--- src/rtl/scan_cfg_pkg.sv ---
// Shared types, constants and helpers for the fabric configuration scan loader.
package scan_cfg_pkg;

    typedef enum logic [1:0] {
        IDLE      = 2'd0,
        WAIT_WORD = 2'd1,
        SHIFT     = 2'd2,
        FINISH    = 2'd3
    } scan_cfg_state_t;

    // One CLB: 1 mode bit + 12 connection-select bits + 16 LUT bits.
    localparam int CLB_CHAIN_LEN = 29;

    function automatic int num_words(input int chain_len, input int word_width);
        return (chain_len + word_width - 1) / word_width;
    endfunction

endpackage

--- src/rtl/scan_cfg_serializer.sv ---
// Parallel-load, shift-right register that tracks how many bits of the current word have moved.
module scan_cfg_serializer
    import scan_cfg_pkg::*;
#(
    parameter int WIDTH = 8,
    parameter int BW    = $clog2(WIDTH + 1)
) (
    input  logic             clk,
    input  logic             rst,
    input  logic             clr,
    input  logic             load,
    input  logic [WIDTH-1:0] load_data,
    input  logic             shift,
    input  logic             shift_in,
    output logic [WIDTH-1:0] q,
    output logic [BW-1:0]    bit_cnt,
    output logic             last
);

    always_ff @(posedge clk or posedge rst) begin
        if (rst) begin
            q       <= '0;
            bit_cnt <= '0;
        end else if (clr) begin
            q       <= '0;
            bit_cnt <= '0;
        end else if (load) begin
            q       <= load_data;
            bit_cnt <= '0;
        end else if (shift) begin
            q       <= {shift_in, q[WIDTH-1:1]};
            bit_cnt <= bit_cnt + BW'(1);
        end
    end

    // High while the bit at q[0] is the final bit of the current word.
    assign last = (bit_cnt == BW'(WIDTH - 1));

endmodule

--- src/rtl/scan_config_loader.sv ---
// Serializes a word-wide host stream into the fabric configuration scan chain.
// Define SCAN_READBACK_EN to capture the bits leaving the chain tail as readback words.
module scan_config_loader
    import scan_cfg_pkg::*;
#(
    parameter int CHAIN_LEN  = CLB_CHAIN_LEN,
    parameter int WORD_WIDTH = 8,
    parameter int CNT_WIDTH  = 16
) (
    input  logic                  clk,
    input  logic                  rst,
    input  logic                  start,
    input  logic [WORD_WIDTH-1:0] cfg_data,
    input  logic                  cfg_valid,
    output logic                  cfg_ready,
    output logic                  scan_data,
    output logic                  scan_en,
    input  logic                  chain_tail,
    output logic                  busy,
    output logic                  done,
    output logic [WORD_WIDTH-1:0] rb_data,
    output logic                  rb_valid
);

    localparam logic [1:0] S_IDLE   = IDLE;
    localparam logic [1:0] S_WAIT   = WAIT_WORD;
    localparam logic [1:0] S_SHIFT  = SHIFT;
    localparam logic [1:0] S_FINISH = FINISH;
    localparam int BW = $clog2(WORD_WIDTH + 1);

    // Host handshake: a word transfers on a rising edge where cfg_valid && cfg_ready;
    // cfg_ready is registered and high only in WAIT_WORD, so nothing depends on cfg_valid combinationally.
    logic [1:0]            state;
    logic [CNT_WIDTH-1:0]  bit_cnt;
    logic                  hs;
    logic                  in_shift;
    logic                  final_bit;
    logic [WORD_WIDTH-1:0] tx_q;
    logic [BW-1:0]         tx_cnt;
    logic                  tx_last;
    logic                  unused_tx_hi;

    assign hs           = cfg_valid && cfg_ready;
    assign in_shift     = (state == S_SHIFT);
    assign final_bit    = in_shift && (bit_cnt == CNT_WIDTH'(CHAIN_LEN - 1));
    assign scan_data    = tx_q[0];
    assign unused_tx_hi = ^{tx_q[WORD_WIDTH-1:1], tx_cnt};

    // Cleared after the final bit so leftover upper bits of the last word never reach scan_data.
    scan_cfg_serializer #(.WIDTH(WORD_WIDTH)) u_tx (
        .clk       (clk),
        .rst       (rst),
        .clr       (final_bit),
        .load      (hs),
        .load_data (cfg_data),
        .shift     (in_shift),
        .shift_in  (1'b0),
        .q         (tx_q),
        .bit_cnt   (tx_cnt),
        .last      (tx_last)
    );

    always_ff @(posedge clk or posedge rst) begin
        if (rst) begin
            state     <= S_IDLE;
            bit_cnt   <= '0;
            cfg_ready <= 1'b0;
            scan_en   <= 1'b0;
            busy      <= 1'b0;
            done      <= 1'b0;
        end else begin
            done <= 1'b0;
            case (state)
                S_IDLE: begin
                    if (start) begin
                        state     <= S_WAIT;
                        bit_cnt   <= '0;
                        cfg_ready <= 1'b1;
                        busy      <= 1'b1;
                    end
                end
                S_WAIT: begin
                    if (hs) begin
                        state     <= S_SHIFT;
                        cfg_ready <= 1'b0;
                        scan_en   <= 1'b1;
                    end
                end
                S_SHIFT: begin
                    bit_cnt <= bit_cnt + CNT_WIDTH'(1);
                    if (final_bit) begin
                        state   <= S_FINISH;
                        scan_en <= 1'b0;
                        busy    <= 1'b0;
                        done    <= 1'b1;
                    end else if (tx_last) begin
                        state     <= S_WAIT;
                        scan_en   <= 1'b0;
                        cfg_ready <= 1'b1;
                    end
                end
                S_FINISH: state <= S_IDLE;
                default:  state <= S_IDLE;
            endcase
        end
    end

`ifdef SCAN_READBACK_EN
    logic [WORD_WIDTH-1:0] rb_q;
    logic [WORD_WIDTH-1:0] rb_next;
    logic [BW-1:0]         rb_cnt;
    logic                  rb_last;
    logic                  rb_emit;

    // Tail bits enter at the MSB; a short final word is right-aligned so it comes out zero-padded.
    assign rb_next = {chain_tail, rb_q[WORD_WIDTH-1:1]};
    assign rb_emit = scan_en && (rb_last || final_bit);

    scan_cfg_serializer #(.WIDTH(WORD_WIDTH)) u_rb (
        .clk       (clk),
        .rst       (rst),
        .clr       (rb_emit),
        .load      (1'b0),
        .load_data ('0),
        .shift     (scan_en),
        .shift_in  (chain_tail),
        .q         (rb_q),
        .bit_cnt   (rb_cnt),
        .last      (rb_last)
    );

    always_ff @(posedge clk or posedge rst) begin
        if (rst) begin
            rb_data  <= '0;
            rb_valid <= 1'b0;
        end else begin
            rb_valid <= rb_emit;
            if (rb_emit)
                rb_data <= rb_next >> (WORD_WIDTH - 1 - int'(rb_cnt));
        end
    end
`else
    logic unused_tail;
    assign unused_tail = chain_tail;
    assign rb_data     = '0;
    assign rb_valid    = 1'b0;
`endif

endmodule

--- config.mk ---
export PLATFORM = sky130hd
export DESIGN_NAME = scan_config_loader
export DESIGN_NICKNAME = d
export VERILOG_FILES = /design/src/rtl/scan_cfg_pkg.sv /design/src/rtl/scan_cfg_serializer.sv /design/src/rtl/scan_config_loader.sv
export SDC_FILE = /design/constraint.sdc
export NUM_CORES = 1
export LEC_CHECK = 0
export ABC_CLOCK_PERIOD_IN_PS = 2200
export CORE_ASPECT_RATIO = 2
export CORE_MARGIN = 2
export CORE_UTILIZATION = 50
export CTS_CLUSTER_SIZE = 28
export DETAILED_ROUTE_END_ITERATION = 16
export PLACE_DENSITY = 0.77
export SETUP_SLACK_MARGIN = 0.15
export SLEW_MARGIN = 0
export SYNTH_ARGS = -nofsm -noshare
export SYNTH_HDL_FRONTEND = slang
export SYNTH_SLANG_ARGS = --single-unit
--- constraint.sdc ---
create_clock -name clk -period 2.2 [get_ports clk]
set_input_delay 0.66 -clock clk [delete_from_list [all_inputs] [get_ports clk]]
set_output_delay 0.66 -clock clk [all_outputs]
set_load 0.05 [all_outputs]
==> metrics.csv <==
stage;metric;value;unit
finish;layout_commonest_cell;dfrtp_1;
placed_design;pre_cts_slack;-0.300;ps
cts;clk_pin_slew_worst_paths;70;ps
setup_path;worstPathMaxFanout;6;
finish;synthToLayoutAreaGrowth;16.7;%
placed_design;port_buffers;16;
timing;finalCritPeriodShare;0.861;
timing;setup_slack;305;ps
cts;postCtsHoldBufs;0;
global_routing;use_met3;0.0318;
floorplanning;boundaryPins;27;
setup_path;worst-setup-path-type;in2reg;
drt;drt-total-wl;4120;µm
drt;drt_pass1_iterations;4;
cts;insertion_delay;290;ps
drt;antenna_left;0;
drt;drc;0;
setup_path;setup.worst_path.start;start;
floorplanning;initial_utilization;0.523;
setup_path;required;2420;ps
setup_path;endpoint_kind;flop;
hold_path;min_path_type;reg2reg;
drt;num_vias;1556;
global_routing;gr-usage-all-layers;0.218;
drt;wl_per_cell;14.9;µm
timing;drv_slew;0;
cts;cts.path.max_buffers;2;
global_routing;grt_pass1_wl;7020;µm
floorplanning;die_w;47.7;µm
logic_synthesis;syn_area;1910;µm²
hold_path;min-delay-start;scan_en;
finish;drive_above_1_share;0.106;
setup_path;arrival;2110;ps
hold_path;hold_depth;1;
cts;htree_num_levels;2;
drt;viasPerCell;5.64;
logic_synthesis;synth-seq-area-share;0.446;
floorplanning;num_rows;31;
timing;period_needed;1890;ps
finish;diodes;0;
logic_synthesis;synth-seq-cells;34;
floorplanning;dieArea;4350;µm²
cts;cts_sinks;34;
finish;final_util;0.610;
finish;fillers;348;
timing;fin_skew;3.42;ps
logic_synthesis;avgSynthCellArea;9.48;µm²
cts;clock-root-buffer;clkbuf_8;
outcome;status;complete, no violations;
global_routing;use_met1;0.242;
logic_synthesis;synthesis.instances;201;
cts;cts_tree;yes;
global_routing;grt_max_degree;35;
setup_path;rr_startpoint;state[0];
timing;whs;516;ps
timing;hold_viol;0;
pwr;ir_drop;0.774;mV
global_routing;grt_remaining_overflow;0;
global_routing;gr-max-usage-layer;met2;
timing;rsz0062_at_grt;no;
finish;final_cells;276;
setup_path;critPathLaunchType;input pin;
pwr;fin_total_pwr;2260;µW
setup_path;ff2ff_path_depth;6;
global_routing;met2_usage;0.383;
floorplanning;design.core.area;3650;µm²
pwr;cellLeakagePower;0.000977;µW
placed_design;dp_cells;268;
global_routing;antenna_found_initial;0;
placed_design;gp_congestion;0.784;
job;cap_violations;0;
timing;max_freq;0.528;GHz
finish;num-nets-final;246;
logic_synthesis;yosysWarnings;0;
floorplanning;die_h;91.3;µm
cts;cts_made_buffers;5;
drt;drt-initial-drc-count;61;
placed_design;dp_hpwl;3060;µm
finish;most-common-layout-cells;dfrtp_1 (34), a21oi_1 (18), o21ai_0 (16);
timing;setup-violations-final;0;
logic_synthesis;synth.distinct_cells;41;
global_routing;grt_pass1_vias;1559;
pwr;power.density;1020;nW/µm²
metrics by stage:
step / TNS (ps) / area (µm²)
floorplan: 0 / 1940
global placement: 0 / 2130
detailed placement: -0.300 / 2130
CTS: 0 / 2220
global route: 0 / 2220
finish: 0 / 2220
critical path, stage by stage:
cell,delay (ps)
clkdlybuf4s50_1,510
mux2_4,180
nand2b_2,100
or4_1,520
a21oi_1,140
synthesized netlist by cell type (all sizes together):
cell | number | area [µm²]
nor4 | 3 | 18.8
o2111ai | 1 | 8.76
o31ai | 4 | 30.0
nor2b | 2 | 12.5
nor2 | 11 | 41.3
a211o | 1 | 8.76
and4 | 2 | 20.0
o22ai | 8 | 50.1
conb | 1 | 3.75
o21ai | 16 | 80.1
nand3 | 11 | 67.6
or4 | 4 | 30.0
a21bo | 1 | 10.0
buf | 10 | 75.1
inv | 8 | 30.0
a22o | 1 | 8.76
nand2 | 13 | 48.8
o211a | 1 | 10.0
or3 | 1 | 6.26
nand3b | 2 | 15.0
xor2 | 3 | 26.3
nor3 | 2 | 10.0
and2 | 4 | 25.0
mux2i | 5 | 50.1
a21oi | 18 | 90.1
xnor2 | 3 | 26.3
ha | 7 | 87.6
and3 | 5 | 31.3
nand4 | 2 | 12.5
nor4bb | 2 | 20.0
mux2 | 1 | 15.0
a41o | 2 | 20.0
clkbuf | 6 | 22.5
a31oi | 2 | 12.5
a21boi | 1 | 7.51
nor3b | 1 | 7.51
dfrtp | 34 | 851
nand2b | 2 | 15.0
sequential cells by signal, summed over array words and instances (netlist names):
signal	count
state	2
busy	1
scan_en	1
bit_cnt	16
u_tx.q	8
cfg_ready	1
u_tx.bit_cnt	4
done	1
kinds of logic (layout without fill, tap and decap cells):
| kind of cell | after synthesis | count (layout) | share of synthesized area |
|---|---|---|---|
| and+or+nand+nor | 67 | 67 | 0.200 |
| other | 1 | 9 | 0.00197 |
| DFF | 34 | 34 | 0.446 |
| muxes | 6 | 6 | 0.0341 |
| buffers and inverters | 24 | 42 | 0.0670 |
| xor gates and xnor gates | 6 | 6 | 0.0276 |
| adders and majority gates | 7 | 7 | 0.0460 |
| AOI/OAI and AO/OA | 56 | 56 | 0.177 |
worst paths after layout:
path | slack [ps] | end
max in group asynchronous | 1130 | cfg_ready
max | 310 | bit_cnt[11]
min | 520 | scan_en
min in group asynchronous | 770 | done
max reg2reg | 330 | bit_cnt[11]
min reg2reg | 520 | scan_en
power by group:
group / total, µW / switching (µW) / internal [µW]
sequential: 860 / 98.9 / 761
combinational: 917 / 554 / 363
clock: 485 / 233 / 253
cell type report:
| class | instances | area, µm² | area share |
|---|---|---|---|
| Sequential cell | 34 | 851 | 0.382 |
| Multi-Input combinational cell | 151 | 962 | 0.433 |
| Clock buffer | 7 | 86.3 | 0.0388 |
| Timing Repair Buffer | 26 | 229 | 0.103 |
| Tap cell | 49 | 61.3 | 0.0276 |
| Inverter | 8 | 30.0 | 0.0135 |
| Clock inverter | 1 | 5.00 | 0.00225 |
per-layer routing:
layer,vias up,part of all wire
met5,-,0
met2,27,0.60
met4,0,0.016
met1,755,0.37
met3,6,0.017
li1,768,-
what timing repair did:
action	4_1_cts	5_1_grt
hold endpoints to repair	0	0
resized for setup	5	2
setup endpoints to repair	5	9
buffers inserted	0	0
(Power assumes the default switching activity.)
